File: src/rtl/mem_wb_if.sv
`default_nettype none
// +----------------------------------------------------------------------+
// | mem_wb_if: MEM->WB handshake and payload bundle                      |
// | Revision: 1.0                                                        |
// +----------------------------------------------------------------------+
interface mem_wb_if #(
    parameter int WIDTH     = 32,
    parameter int REGADDR_W = 5
);
    logic                 flush;
    logic                 in_valid;
    logic                 in_ready;
    logic                 in_regwrite;
    logic                 in_memtoreg;
    logic [WIDTH-1:0]     in_aluout;
    logic [WIDTH-1:0]     in_readdata;
    logic [REGADDR_W-1:0] in_regaddr;
    logic                 out_valid;
    logic                 out_ready;
    logic                 out_regwrite;
    logic [WIDTH-1:0]     out_wbdata;
    logic [WIDTH-1:0]     out_aluout;
    logic [REGADDR_W-1:0] out_regaddr;
    logic [1:0]           occ;

    // Stage view
    modport master (
        input  flush, in_valid, in_regwrite, in_memtoreg, in_aluout,
               in_readdata, in_regaddr, out_ready,
        output in_ready, out_valid, out_regwrite, out_wbdata, out_aluout,
               out_regaddr, occ
    );

    // Pipeline / environment view
    modport slave (
        output flush, in_valid, in_regwrite, in_memtoreg, in_aluout,
               in_readdata, in_regaddr, out_ready,
        input  in_ready, out_valid, out_regwrite, out_wbdata, out_aluout,
               out_regaddr, occ
    );
endinterface
`default_nettype wire

File: src/rtl/mem_wb_stage.sv
`default_nettype none
// +----------------------------------------------------------------------+
// | mem_wb_stage: elastic MEM->WB stage with optional skid entry and     |
// | pre-selected write-back data.                                        |
// | Revision: 1.0                                                        |
// +----------------------------------------------------------------------+
module mem_wb_stage #(
    parameter int WIDTH     = 32,
    parameter int REGADDR_W = 5,
    parameter int SKID      = 1
) (
    input  wire logic clk,
    input  wire logic rst,
    mem_wb_if.master  bus
);

    typedef enum logic [1:0] {
        ST_EMPTY = 2'd0,
        ST_ONE   = 2'd1,
        ST_TWO   = 2'd2
    } state_t;

    state_t               r_state;
    logic                 r_main_rw;
    logic [REGADDR_W-1:0] r_main_ra;
    logic [WIDTH-1:0]     r_main_alu;
    logic [WIDTH-1:0]     r_main_wb;
    logic                 r_skid_rw;
    logic [REGADDR_W-1:0] r_skid_ra;
    logic [WIDTH-1:0]     r_skid_alu;
    logic [WIDTH-1:0]     r_skid_wb;

    logic                 w_in_ready;
    logic                 w_out_valid;
    logic                 w_accept;
    logic                 w_drain;
    logic                 w_cap_rw;
    logic [WIDTH-1:0]     w_cap_wb;
    state_t               w_state_nxt;
    logic                 w_load_main;
    logic                 w_load_skid;
    logic                 w_main_from_skid;

    generate
        if (SKID != 0) begin : g_skid
            // Ready comes straight from the state flop: no path from out_ready.
            assign w_in_ready = (r_state != ST_TWO);
        end else begin : g_noskid
            assign w_in_ready = (r_state == ST_EMPTY) | bus.out_ready;
        end
    endgenerate

    assign w_out_valid = (r_state != ST_EMPTY);
    assign w_accept    = bus.in_valid & w_in_ready;
    assign w_drain     = w_out_valid & bus.out_ready;

    // $0 suppression is folded in at capture so the output is a plain AND.
    assign w_cap_rw = bus.in_regwrite & (bus.in_regaddr != '0);
    assign w_cap_wb = bus.in_memtoreg ? bus.in_readdata : bus.in_aluout;

    always_comb begin
        w_state_nxt      = r_state;
        w_load_main      = 1'b0;
        w_load_skid      = 1'b0;
        w_main_from_skid = 1'b0;
        case (r_state)
            ST_EMPTY: begin
                if (w_accept) begin
                    w_load_main = 1'b1;
                    w_state_nxt = ST_ONE;
                end
            end
            ST_ONE: begin
                if (w_accept && w_drain) begin
                    w_load_main = 1'b1;
                end else if (w_accept) begin
                    if (SKID != 0) begin
                        w_load_skid = 1'b1;
                        w_state_nxt = ST_TWO;
                    end else begin
                        w_load_main = 1'b1;
                    end
                end else if (w_drain) begin
                    w_state_nxt = ST_EMPTY;
                end
            end
            ST_TWO: begin
                if (w_drain) begin
                    w_main_from_skid = 1'b1;
                    w_state_nxt      = ST_ONE;
                end
            end
            default: w_state_nxt = ST_EMPTY;
        endcase
    end

    always_ff @(posedge clk or negedge rst) begin
        if (!rst) begin
            r_state    <= ST_EMPTY;
            r_main_rw  <= 1'b0;
            r_main_ra  <= '0;
            r_main_alu <= '0;
            r_main_wb  <= '0;
            r_skid_rw  <= 1'b0;
            r_skid_ra  <= '0;
            r_skid_alu <= '0;
            r_skid_wb  <= '0;
        end else if (bus.flush) begin
            // Payload may go stale; everything visible is gated by out_valid.
            r_state <= ST_EMPTY;
        end else begin
            r_state <= w_state_nxt;
            if (w_load_main) begin
                r_main_rw  <= w_cap_rw;
                r_main_ra  <= bus.in_regaddr;
                r_main_alu <= bus.in_aluout;
                r_main_wb  <= w_cap_wb;
            end else if (w_main_from_skid) begin
                r_main_rw  <= r_skid_rw;
                r_main_ra  <= r_skid_ra;
                r_main_alu <= r_skid_alu;
                r_main_wb  <= r_skid_wb;
            end
            if (w_load_skid) begin
                r_skid_rw  <= w_cap_rw;
                r_skid_ra  <= bus.in_regaddr;
                r_skid_alu <= bus.in_aluout;
                r_skid_wb  <= w_cap_wb;
            end
        end
    end

    assign bus.in_ready     = w_in_ready;
    assign bus.out_valid    = w_out_valid;
    assign bus.out_regwrite = w_out_valid & r_main_rw;
    assign bus.out_wbdata   = r_main_wb;
    assign bus.out_aluout   = r_main_alu;
    assign bus.out_regaddr  = r_main_ra;
    assign bus.occ          = r_state;

endmodule
`default_nettype wire

File: src/flat_wrapper.sv
// flat-port wrapper written by rule: the top's interface ports become plain ports
module mem_wb_stage_flat 
#(
    parameter int WIDTH     = 32,
    parameter int REGADDR_W = 5,
    parameter int SKID      = 1
)
  (clk, rst, bus_flush, bus_in_valid, bus_in_regwrite, bus_in_memtoreg, bus_in_aluout, bus_in_readdata, bus_in_regaddr, bus_out_ready, bus_in_ready, bus_out_valid, bus_out_regwrite, bus_out_wbdata, bus_out_aluout, bus_out_regaddr, bus_occ);
  mem_wb_if #(.WIDTH(WIDTH), .REGADDR_W(REGADDR_W)) bus_i ();
  input  wire logic clk;
  input  wire logic rst;
  input wire logic [$bits(bus_i.flush)-1:0] bus_flush;
  input wire logic [$bits(bus_i.in_valid)-1:0] bus_in_valid;
  input wire logic [$bits(bus_i.in_regwrite)-1:0] bus_in_regwrite;
  input wire logic [$bits(bus_i.in_memtoreg)-1:0] bus_in_memtoreg;
  input wire logic [$bits(bus_i.in_aluout)-1:0] bus_in_aluout;
  input wire logic [$bits(bus_i.in_readdata)-1:0] bus_in_readdata;
  input wire logic [$bits(bus_i.in_regaddr)-1:0] bus_in_regaddr;
  input wire logic [$bits(bus_i.out_ready)-1:0] bus_out_ready;
  output wire logic [$bits(bus_i.in_ready)-1:0] bus_in_ready;
  output wire logic [$bits(bus_i.out_valid)-1:0] bus_out_valid;
  output wire logic [$bits(bus_i.out_regwrite)-1:0] bus_out_regwrite;
  output wire logic [$bits(bus_i.out_wbdata)-1:0] bus_out_wbdata;
  output wire logic [$bits(bus_i.out_aluout)-1:0] bus_out_aluout;
  output wire logic [$bits(bus_i.out_regaddr)-1:0] bus_out_regaddr;
  output wire logic [$bits(bus_i.occ)-1:0] bus_occ;
  assign bus_i.flush = bus_flush;
  assign bus_i.in_valid = bus_in_valid;
  assign bus_i.in_regwrite = bus_in_regwrite;
  assign bus_i.in_memtoreg = bus_in_memtoreg;
  assign bus_i.in_aluout = bus_in_aluout;
  assign bus_i.in_readdata = bus_in_readdata;
  assign bus_i.in_regaddr = bus_in_regaddr;
  assign bus_i.out_ready = bus_out_ready;
  assign bus_in_ready = bus_i.in_ready;
  assign bus_out_valid = bus_i.out_valid;
  assign bus_out_regwrite = bus_i.out_regwrite;
  assign bus_out_wbdata = bus_i.out_wbdata;
  assign bus_out_aluout = bus_i.out_aluout;
  assign bus_out_regaddr = bus_i.out_regaddr;
  assign bus_occ = bus_i.occ;
  mem_wb_stage #(.WIDTH(WIDTH), .REGADDR_W(REGADDR_W), .SKID(SKID)) u_core (.clk(clk), .rst(rst), .bus(bus_i));
endmodule
File: config.mk
export PLATFORM = sky130hd
export DESIGN_NAME = mem_wb_stage_flat
export DESIGN_NICKNAME = d
export VERILOG_FILES = /design/src/rtl/mem_wb_if.sv /design/src/rtl/mem_wb_stage.sv /design/src/flat_wrapper.sv
export SDC_FILE = /design/constraint.sdc
export NUM_CORES = 1
export LEC_CHECK = 0
export ABC_AREA = 0
export CORE_MARGIN = 8
export CORE_UTILIZATION = 40
export DETAILED_ROUTE_END_ITERATION = 16
export PLACE_DENSITY = 0.65
export SLEW_MARGIN = 20
export SYNTH_ARGS = -nofsm -noshare
export SYNTH_HDL_FRONTEND = slang
export SYNTH_SLANG_ARGS = --single-unit
File: constraint.sdc
create_clock -name clk -period 1.8 [get_ports clk]
set_input_delay 0.27 -clock clk [delete_from_list [all_inputs] [get_ports clk]]
set_output_delay 0.27 -clock clk [all_outputs]
set_load 0.05 [all_outputs]
; ---- Word-level counts from Yosys, hierarchy flattened
; Cells that the tools add are included.
[classes]
n_eq_ne = 7
muxes = 23
n_bitwise = 5
n_reduce_logical = 8
[op_table]
columns = op, n
row1 = 32-bit 2-to-1 mux, 5
row2 = 2-bit 2-to-1 mux, 6
row3 = 5-bit 2-to-1 mux, 2
row4 = 1-bit 2-to-1 mux, 8
row5 = 3-bit by 2-bit != test with 1-bit output (second input constant), 2
row6 = 2-bit case mux with 3 select lines, 1
row7 = 5-bit nonzero test, 1
row8 = 1-bit bitwise AND, 4
row9 = 4-bit by 2-bit != test with 1-bit output (second input constant), 1
row10 = 2-bit AND reduction, 2
row11 = 4-bit AND reduction, 1
row12 = 2-bit nonzero test, 2
row13 = 3-bit != test (second input constant), 1
row14 = 2-bit by 1-bit == test with 1-bit output (second input constant), 1
row15 = 2-bit == test (second input constant), 1
row16 = 2-bit logical NOT, 1
row17 = 2-bit != test (second input constant), 1
row18 = 1-bit case mux with 2 select lines, 1
row19 = 1-bit logical AND, 1
row20 = 1-bit NOT, 1
[totals]
register_bits = 142
in_bits = 76
output_inout_bits = 74
elab_cells = 52

; ---- Depth between registers and ports, before layout
[logic_depth]
word_depth = 7
mapped_depth = 6
ltp_nobuf = 4

; ---- Worst setup path after synthesis
; Ideal clock, no wire load.
[synth_path]
path_type = reg-to-reg
start = register u_core.r_state[0], in the netlist u_core.bus.occ[0]
end = register u_core.r_main_wb[10], in the netlist u_core.bus.out_wbdata[10]
setup_ns = 0.125
arrival_ns = 1.777
required_time_ns = 1.675
slack_ns = -0.102
stages_incl_launch_ff = 6
path_buffers = 1
period_less_slack_ns = 1.902
path_cell_list = dfrtp_1 -> nand2b_2 -> nand2_2 -> buf_2 -> mux2_2 -> mux2_2
[synth_via]
elab_chain_cells = 7
word_cells_on_any_way = 16
cone_classes = 3 x eq/ne / 6 x mux / 2 x bitwise / 5 x reduce/logical
[synth_rtl]
columns = element, line_no
row1 = start: declaration, mem_wb_stage.sv:23  ; state_t r_state;
row2 = start signal: assignment, mem_wb_stage.sv:112  ; r_state <= w_state_nxt;
row3 = 2-bit != test or 2-bit nonzero test (tied branches), "mem_wb_stage.sv:47, mem_wb_stage.sv:53"
row4 = 1-bit bitwise AND (on tied branches), "mem_wb_stage.sv:54, mem_wb_stage.sv:55"
row5 = 1-bit logical AND, mem_wb_stage.sv:74  ; if (w_accept && w_drain) begin
row6 = 1-bit 2-to-1 mux, mem_wb_stage.sv:74
row7 = 1-bit case mux with 2 select lines, mem_wb_stage.sv:66  ; case (r_state)
row8 = 2-bit nonzero test (no line), n/a
row9 = 2-bit AND reduction (no line), n/a
row10 = end signal: assignment, mem_wb_stage.sv:117  ; r_main_wb <= w_cap_wb;
row11 = end signal: assignment, mem_wb_stage.sv:122  ; r_main_wb <= r_skid_wb;
row12 = end: declaration, mem_wb_stage.sv:27  ; logic [WIDTH-1:0] r_main_wb;
; Parallel ways exist; a longest one is shown, timed or not.
; A chain may end at the register's enable or synchronous reset.

; ---- Worst setup path after layout
[layout_path]
start = register u_core.r_state[1], in the netlist u_core.bus.occ[1]
end = output port bus_out_regwrite
[layout_via]
elab_chain_cells = 2
[layout_rtl]
columns = element, line_no
row1 = 2-bit nonzero test, mem_wb_stage.sv:53  ; assign w_out_valid = (r_state != ST_EMPTY);
row2 = 1-bit bitwise AND, mem_wb_stage.sv:135  ; assign bus.out_regwrite = w_out_valid & r_main_rw;
row3 = end: declaration, flat_wrapper.sv:22  ; output wire logic [$bits(bus_i.out_regwrite)-1:0] bus_out_regwrite;
; Every way passes these cells.

==> results.json <==
{
  "arrival_ns": 1.48,
  "max_slew_margin": 0.659,
  "netlist.area_leader.share": 0.546,
  "final_max_slew_viol_count": 0,
  "setup-violations-final": 0,
  "drive_gt1_frac": 0.452,
  "period_minus_slack_ns": 1.75,
  "grt_overflow": 0,
  "start_util": 0.410,
  "synthArstFlopShare": 1.00,
  "globalplace.congestion": 0.764,
  "critPathRequiredTime_ns": 1.53,
  "yosys_warnings": 0,
  "critical_path_class": "reg2out",
  "grt_antenna_before_repair": 0,
  "synth_area_leaders": "dfrtp_1 (55%), mux2_2 (32%), mux2i_1 (3.1%)",
  "cts.path.max_buffers": 2,
  "yosysSeqAreaShare": 0.546,
  "p_per_area_nw_per_um2": 1440,
  "placed_area_sq_um": 8400,
  "crit_cells": 4,
  "cp_cell_sequence": "buf_6 > or2_4 > and2_4 > buf_8",
  "io_buffers": 149,
  "final_cell_mix": "mux2_2 (184), dfrtp_1 (140), clkdlybuf4s50_1 (73)",
  "layout_commonest_cell": "mux2_2",
  "fin_area_sq_um": 9010,
  "tightestPinTransition_ns": 0.513,
  "area_delta_synth_final_pct": 38.3,
  "cts_sinks": 142,
  "ys.flop_type": "dfrtp_1",
  "yosys.cell_types.count": 26,
  "wl_per_cell_um": 18.5,
  "fin_nets": 723,
  "num_vias": 4401,
  "io_pins": 150,
  "num_rows": 46,
  "cts_tree": "built",
  "synth_fp_nets": 548,
  "drc": 0,
  "ir_worst_vdd_uv": 985,
  "drt_iter0_drc": 200,
  "dieHeight_um": 144,
  "die_area_sq_um": 20600,
  "worst_path_largest_cell_delay_ns": 0.42,
  "root_buffer": "clkbuf_16",
  "crit_buf_inv": 2,
  "syn_inst": 472,
  "ant_nets": 0,
  "setup_tns_ns": 0,
  "grt_max_degree": 48,
  "synth_area_sq_um": 6510,
  "crit_fanout": 4,
  "synth_xor_area_frac": 0,
  "synth_top_family_by_area": "multiplexers",
  "synth_simple_gate_area_frac": 0.0236,
  "coreArea_sq_um": 15900,
  "outcome": "complete, no violations",
  "fin_skew_ns": 0.00501,
  "cts_max_level": 4,
  "worst-r2r-cell-count": 5,
  "max_freq_ghz": 0.570,
  "clock_latency_ns": 0.41,
  "synth_area_leader_cell": "dfrtp_1",
  "grt_pass1_vias": 4814,
  "drtPass1Iterations": 4,
  "crit_slowest_cell": "dfrtp_2",
  "worstHoldPathType": "in2async",
  "cp-end-kind": "primary output",
  "grt_pass1_wl_mm": 25.2,
  "place_hpwl_mm": 11.3,
  "hold_viol_final": 0,
  "clk_pin_slew_ns": 0.05,
  "synth_edf_count": 0,
  "cp-start-kind": "flip-flop",
  "wl_mm": 16.2,
  "die_x_um": 144,
  "period_share": 0.974,
  "p_leak_nw": 3.95,
  "synth_compound_area_frac": 0.0515,
  "muxShareOfSynthArea": 0.352,
  "crit_family": "flip-flops",
  "track_usage": 0.158,
  "diodes": 0,
  "synthAdderAreaFrac": 0,
  "cts_buffers": 17,
  "cap_violations": 0,
  "yosys_register_bits": 142,
  "viasPerCell": 5.04,
  "synth_area_per_cell_sq_um": 13.8
}
[flip-flops by register name, summed over array words and instances (netlist names)]
| name | count |
|---|---|
| u_core.r_main_rw | 1 |
| u_core.bus.out_wbdata | 32 |
| u_core.r_skid_rw | 1 |
| u_core.bus.out_aluout | 32 |
| u_core.bus.out_regaddr | 5 |
| u_core.r_skid_alu | 32 |
| u_core.r_skid_ra | 5 |
| u_core.bus.occ | 2 |
| u_core.r_skid_wb | 32 |
[worst paths after layout]
check	slack, ns	start	end
setup / recovery	0.05	u_core.bus.occ[1]	bus_out_regwrite
hold / removal	0.34	rst	u_core.r_skid_alu[27]
setup reg to reg	0.07	u_core.bus.occ[0]	u_core.bus.out_wbdata[23]
hold reg to reg	0.50	u_core.bus.out_wbdata[12]	u_core.bus.out_wbdata[12]
max in group asynchronous	0.85	rst	u_core.bus.out_wbdata[4]
min in group clk	0.50	u_core.bus.out_wbdata[12]	u_core.bus.out_wbdata[12]
[cells in the mapped netlist, drive strengths merged, types with 2 or more instances]
library cell  number
buf               30
nand2b             2
nand2              3
a21oi             38
mux2             186
a31oi             18
nor2              19
clkbuf             3
dfrtp            142
mux2i             20
[area by class of cell]
type / instances / area [sq um]
clock buffer: 23 / 488
clock inverter: 6 / 61.3
fill: 1353 / 6880
inverter: 1 / 3.75
multi-input combinational: 296 / 2810
sequential: 142 / 3560
tap: 216 / 270
timing repair buffer: 189 / 1820
[through the flow]
step                      cells  hold slack [ns]   util  power (mW)  worst slack [ns]
final                       873            0.342  0.567        13.0            0.0471
after global routing        873            0.367  0.567        13.6           -0.0143
after CTS                   867            0.340  0.562        13.1           -0.0342
after detailed placement    837            0.211  0.529        9.98            -0.356
after global placement      837            0.208  0.529        9.84            -0.357
after floorplan             472          -0.0256      -        8.14            0.0704
[timing repair]
| action | 4_1_cts | 5_1_grt |
|---|---|---|
| setup buffers | 0 | 4 |
| pin swaps | 0 | 3 |
| hold buffers | 1 | 0 |
| hold endpoints to repair | 36 | 0 |
| endpoints found under the setup margin | 40 | 71 |
| cloned | 0 | 2 |
| resized for setup | 42 | 5 |
[layer usage]
metal | track usage | routed length [um] | vias to the layer above
met4 | 0.0432 | 162 | 0
li1 | - | - | 2057
met1 | 0.191 | 7210 | 2213
met3 | 0.0637 | 1270 | 14
met2 | 0.256 | 7540 | 117
met5 | 0 | 0 | -
[cell families after synthesis]
group	count (synthesis)
multiplexers	206
flip-flops	142
AO/OA/AOI/OAI	60
buffers and inverters	34
AND/OR/NAND/NOR	30
[power by group]
part           switching [mW]  total, mW  leakage (nW)  internal (mW)
clock                    1.25       3.27         0.271           2.02
sequential              0.545       4.77          1.71           4.23
combinational            3.00       4.92          1.98           1.91
total                    4.80       13.0          3.95           8.16
Note: power is estimated with default switching activity, not from simulation.
